## config.mk

```make
export PLATFORM = sky130hd
export DESIGN_NAME = inst_aligner
export DESIGN_NICKNAME = d
export VERILOG_FILES = /design/src/rtl/inst_aligner.sv
export SDC_FILE = /design/constraint.sdc
export NUM_CORES = 1
export LEC_CHECK = 0
export BUFFER_PORTS_ARGS = -buffer_cell sky130_fd_sc_hd__buf_2
export CORE_MARGIN = 2
export CORE_UTILIZATION = 30
export CTS_CLUSTER_DIAMETER = 60
export DETAILED_ROUTE_END_ITERATION = 8
export SLEW_MARGIN = 20
export SYNTH_ARGS = -nofsm -noshare
export SYNTH_HDL_FRONTEND = slang
export SYNTH_SLANG_ARGS = --single-unit
export TNS_END_PERCENT = 30
```

## constraint.sdc

```tcl
create_clock -name clk -period 4.4 [get_ports clk]
set_input_delay 0.88 -clock clk [delete_from_list [all_inputs] [get_ports clk]]
set_output_delay 0.88 -clock clk [all_outputs]
set_load 0.01 [all_outputs]
```

## src/rtl/inst_aligner.sv

```systemverilog
// Instruction aligner: packs word-aligned fetch data into whole RISC-V
// instructions (16-bit compressed or 32-bit full) using a 4-halfword FIFO.
// Handles instructions that straddle two fetch words and redirects that
// land on the upper halfword of a word. The output side is driven only
// from registered state, so there is no in_data -> out_inst path.
module inst_aligner #(
    parameter logic [31:0] RESET_PC = 32'h0000_0000
) (
    input  logic        clk,
    input  logic        rst_n,
    input  logic        flush,
    input  logic [31:0] flush_pc,
    input  logic        in_valid,
    output logic        in_ready,
    input  logic [31:0] in_data,
    output logic        out_valid,
    input  logic        out_ready,
    output logic [31:0] out_inst,
    output logic [31:0] out_pc,
    output logic        out_is_c
);

    // FIFO storage: halfword i lives in fifo_q[16*i +: 16]; entry 0 is the oldest.
    logic [63:0] fifo_q;
    logic [63:0] fifo_d;
    logic [63:0] fifo_shifted;
    logic [2:0]  count_q;
    logic [2:0]  count_d;
    logic        drop_half_q;
    logic        drop_half_d;
    logic [31:0] pc_q;
    logic [31:0] pc_d;

    logic        head_is_c;
    logic        have_inst;
    logic        push;
    logic        pop;
    logic [1:0]  pop_n;
    logic [1:0]  push_n;
    logic [2:0]  remain;
    logic [15:0] hw_a;
    logic [15:0] hw_b;

    // Halfword alignment means flush_pc bit 0 carries no information.
    logic        unused_flush_lsb;
    assign unused_flush_lsb = flush_pc[0];

    // Head decode: RISC-V marks a full-length instruction with [1:0] == 2'b11.
    assign head_is_c = (fifo_q[1:0] != 2'b11);

    // A complete instruction is buffered if the head is compressed, or two halves exist.
    assign have_inst = ((count_q >= 3'd1) && head_is_c) || (count_q >= 3'd2);

    // Room for a whole word is judged on the current count only, never on the same-cycle pop.
    assign in_ready  = (count_q <= 3'd2) && !flush;
    assign out_valid = have_inst && !flush;
    assign out_is_c  = (count_q != 3'd0) && head_is_c;
    assign out_pc    = pc_q;

    assign push = in_valid && in_ready;
    assign pop  = out_valid && out_ready;

    // After a redirect onto an upper halfword, the first word's low half is not part of the stream.
    assign hw_a   = drop_half_q ? in_data[31:16] : in_data[15:0];
    assign hw_b   = in_data[31:16];
    assign push_n = push ? (drop_half_q ? 2'd1 : 2'd2) : 2'd0;
    assign pop_n  = pop  ? (head_is_c   ? 2'd1 : 2'd2) : 2'd0;
    assign remain = count_q - {1'b0, pop_n};

    // Output instruction assembled from the FIFO head; zero when nothing is buffered.
    always_comb begin
        out_inst = 32'h0000_0000;
        if (count_q != 3'd0) begin
            if (head_is_c) begin
                out_inst = {16'h0000, fifo_q[15:0]};
            end else begin
                out_inst = fifo_q[31:0];
            end
        end
    end

    // Next-state: pop first, append pushed halfwords behind what remains; flush overrides everything.
    always_comb begin
        fifo_shifted = fifo_q >> {pop_n, 4'b0000};
        fifo_d       = fifo_shifted;
        for (int i = 0; i < 4; i++) begin
            if ((push_n != 2'd0) && (remain == 3'(i))) begin
                fifo_d[16*i +: 16] = hw_a;
            end
            if ((push_n == 2'd2) && ((remain + 3'd1) == 3'(i))) begin
                fifo_d[16*i +: 16] = hw_b;
            end
        end
        count_d     = remain + {1'b0, push_n};
        drop_half_d = push ? 1'b0 : drop_half_q;
        pc_d        = pc_q;
        if (pop) begin
            pc_d = pc_q + (head_is_c ? 32'd2 : 32'd4);
        end
        if (flush) begin
            fifo_d      = 64'h0;
            count_d     = 3'd0;
            drop_half_d = flush_pc[1];
            pc_d        = {flush_pc[31:1], 1'b0};
        end
    end

    // State register with asynchronous active-low reset.
    always_ff @(posedge clk or negedge rst_n) begin
        if (!rst_n) begin
            fifo_q      <= 64'h0;
            count_q     <= 3'd0;
            drop_half_q <= 1'b0;
            pc_q        <= RESET_PC;
        end else begin
            fifo_q      <= fifo_d;
            count_q     <= count_d;
            drop_half_q <= drop_half_d;
            pc_q        <= pc_d;
        end
    end

endmodule

```

==> metrics.md <==
| Metric | Value |
|---|---|
| Via density | `5.46` |
| Syn_area_per_cell | `8.80 um^2` |
| Critical Path Start Type | `flop` |
| Vias in the first global route | `6014` |
| Placed cells | `1125` |
| Max Clk Rate | `0.247 GHz` |
| Io pins | `between 100 and 150` |
| Synth cell types | `56` |
| Share of layout cells above drive strength 1 | `0.266` |
| DRC | `0` |
| Overflow after GRT | `0` |
| Die span in y | `152 um` |
| CTS tree | `yes` |
| Setup Buffers After CTS | `0` |
| Post-synth top area share | `0.379` |
| Top cells by area, synth | `dfrtp_1 (38%), nor2_1 (4.8%), o21ai_0 (4.6%)` |
| Seq/Total Area, Yosys | `0.379` |
| Initial antenna violation count | `1` |
| Worst r2r src | `count_q[1]$_DFF_PN0_` |
| Synth async-reset ratio | `1.00` |
| Crit path from | `count_q[1]$_DFF_PN0_` |
| Layout Nets | `around 940` |
| Max Clock Skew | `around 14 ps` |
| Number of flops mapped to enable cells by yosys | `0` |
| Post-route insts no fill | `1142` |
| Mapped Cells | `742` |
| Full die area | `approximately 0.023 mm^2` |
| Worst slew margin | `0.323` |
| Seq cells post-synth | `99` |
| Post-DRT Antenna Nets | `0` |
| Filler instances | `2199` |
| Area delta synth->final | `21.1%` |
| Final setup violating endpoints | `0` |
| Routability cong. | `around 0.8` |
| Pre-CTS WS | `194 ps` |
| Root Buffer | `clkbuf_16` |
| Clk pin slew, worst setup/hold paths | `80 ps` |
| Hold Path Class | `flop to flop` |
| FF-to-FF setup slack | `350 ps` |
| Syn Nets | `819` |
| Yosys top cell by area | `dfrtp_1` |
| Worst slew pin tran | `1010 ps` |
| Initial Utilization | `0.308` |
| H-tree depth | `3` |
| Syn. warnings | `0` |
| Final worst slack | `between 300 and 400 ps` |
| Final Util | `0.373` |
| DP HPWL | `14700 um` |
| DRT iter0 DRCs | `a little under 400` |
| WP data required | `4690 ps` |
| CTS Buf Count | `9` |
| Top delay family on crit path | `simple AND/OR/NAND/NOR gates` |
| Gr usage total | `0.189` |
| RSZ-0062 raised after global routing | `no` |
| End point of the critical path | `fifo_q[50]$_DFF_PN0_` |
| Total power | `3.92 mW` |
| Worst R2R Path Depth | `14` |
| CTS Buffer Depth | `2` |
| Arr. time, crit path | `around 4300 ps` |
| Reg-to-Reg End | `fifo_q[50]$_DFF_PN0_` |
| Crit path buf inv count | `1` |
| CP Capture Type | `flop` |
| Global-route wire length before repair | `33600 um` |
| Crit. path cell count | `14` |
| Critical path type | `flop to flop` |
| Via count | `~6200` |
| Later-pin clock latency in the skew report | `370 ps` |
| PwrDens | `roughly 500 mW/mm^2` |
| TritonRoute pass-1 iters | `5` |
| Largest net degree at the start of global routing | `65` |
| Post-CTS sizing | `0` |
| Crit path max-delay cell type | `nor2_1` |
| Final hold violations | `0` |
| Slew Limit Fails | `0` |
| Most common flop cell mapped by yosys | `dfrtp_1` |
| Routed len/inst | `~19 um` |
| CP peak stage delay | `800 ps` |
| CP Cell Sequence | `nor2_2 > a21o_1 > nand2b_1 > nor2_1 > ha_1 > fa_1 > xnor2_1 > ha_1 > nor2b_1 > nand3_1 > nor2_1 > buf_4 > a221oi_1 > nor3_1` |
| Status | `finished clean` |
| Largest fanout on the critical path | `12` |
| Ratio of final minimum period to clock period | `0.921` |
| Multi-input logic area | `about 0.0038 mm^2` |
| Core area | `0.0212 mm^2` |
| Leak | `3.65 nW` |
| Max_cap viols | `0` |
| Cell area after synthesis | `0.00653 mm^2` |
| Final min period | `4050 ps` |
| Clk sinks | `99` |
| Peak supply drop | `0.000259 V` |
| PortBufs | `about 130` |
| # rows | `53` |
| Hold-fix buffers, CTS | `0` |
| Register area | `0.00248 mm^2` |
| Setup_tns | `0 ps` |
| Die X | `152 um` |
| Final wirelength | `around 22000 um` |
-- placed cells by master, fill, tap and decap left out, drive strengths merged, types with 2 or more instances in the layout --
master  synthesis  routed
nor2           84      84
o41ai          16      16
xnor2           8       8
a22o           18      18
or2             2       2
fa              3       3
a221oi         16      16
o221ai         15      15
xor2           16      16
nand2          54      54
clkbuf         41       9
nor4            4       4
inv            11      14
nand2b         16      16
and4            3       3
o21ai          62      62
ha              5       5
o22ai          17      17
nand4          17      17
mux2i          19      19
a31oi           4       4
nor3           22      22
nor2b          21      21
a31o            2       2
buf            22     171
and2           19      19
or3             4       4
a21oi          19      19
nand3          18      18
a22oi          15      15
clkinv          0       2
a211oi         19      19
dfrtp          99      99
and3           23      23
mux2           16      16
-- worst min-delay path by stage --
stage | startpoint | to | slack [ps] | depth (start not counted)
detailed placement | fifo_q[4]$_DFFE_PN0P_ | fifo_q[4]$_DFFE_PN0P_ | 480 | 1
CTS | fifo_q[4]$_DFFE_PN0P_ | fifo_q[4]$_DFFE_PN0P_ | 500 | 1
floorplan | fifo_q[4]$_DFFE_PN0P_ | fifo_q[4]$_DFFE_PN0P_ | 460 | 1
global placement | fifo_q[4]$_DFFE_PN0P_ | fifo_q[4]$_DFFE_PN0P_ | 480 | 1
global route | fifo_q[4]$_DFFE_PN0P_ | fifo_q[4]$_DFFE_PN0P_ | 510 | 1
finish | fifo_q[15]$_DFFE_PN0P_ | fifo_q[15]$_DFFE_PN0P_ | 500 | 1
-- power breakdown --
part | switching [mW] | internal, mW | total, mW | leakage, nW
combinational | 1.02 | 0.696 | 1.72 | 2.20
clock | 0.410 | 0.452 | 0.862 | 0.150
sequential | 0.209 | 1.13 | 1.34 | 1.30
-- per-stage QoR --
step / area (um^2) / hold WS, ps
after global routing: 7910 / 514
after global placement: 7600 / 476
after floorplan: 6530 / 458
final: 7910 / 499
after CTS: 7910 / 500
after detailed placement: 7600 / 483
-- synth_stat cells, types with 3 or more instances --
cell type	n
dfrtp_1	99
nor2_1	83
o21ai_0	60
nand2_1	54
clkbuf_1	41
and3_1	23
nor2b_1	21
nor3_1	21
a21oi_1	19
and2_1	19
mux2i_1	19
a22o_1	18
a211oi_1	17
nand3_1	17
nand4_1	17
o22ai_1	17
a221oi_1	16
buf_2	16
mux2_2	16
nand2b_1	16
xor2_1	16
a22oi_1	15
o221ai_1	15
inv_1	11
o41ai_2	10
xnor2_1	8
o41ai_1	6
ha_1	5
a31oi_1	4
buf_1	4
or3_1	4
and4_1	3
fa_1	3
nor4_1	3
-- worst reg2reg max path: cells and delay by family (launching register included) --
kind | cells | cell delay, ps
xor gates and xnor gates | 1 | 170
and+or+nand+nor | 7 | 1930
AOI/OAI and AO/OA | 2 | 250
DFF | 1 | 440
adders and majority gates | 3 | 920
buffers and inverters | 1 | 280
-- metal layers --
metal  global-route usage  up-vias  share of wire
met1                0.256     2981           0.43
met2                0.300      259           0.47
met5                    0        -              0
met4               0.0574        0          0.021
li1                     -     2979              -
met3               0.0437       22          0.079
-- area by class of cell --
| cell class | count | area share |
|---|---|---|
| diodes | 1 | 0.000316 |
| inverters | 11 | 0.00522 |
| flip-flops and latches | 99 | 0.313 |
| multi-input cells | 569 | 0.475 |
| repair buffers | 171 | 0.124 |
| well taps | 275 | 0.0435 |
| clock inverters | 7 | 0.0104 |
| clock buffers | 9 | 0.0285 |
-- sequential cells by signal (all words and copies together), names as in the netlist --
| signal | count |
|---|---|
| out_pc | 31 |
| drop_half_q | 1 |
| count_q | 3 |
| fifo_q | 64 |
-- kinds of logic (layout without fill, tap and decap cells) --
family	after synthesis	count (layout)	share of synthesized area
muxes	35	35	0.0567
and+or+nand+nor	292	292	0.227
DFF	99	99	0.379
other	1	2	0.000574
buffers and inverters	74	198	0.0467
AOI/OAI and AO/OA	209	209	0.238
adders and majority gates	8	8	0.0188
xor gates and xnor gates	24	24	0.0322
(Power assumes the default switching activity.)
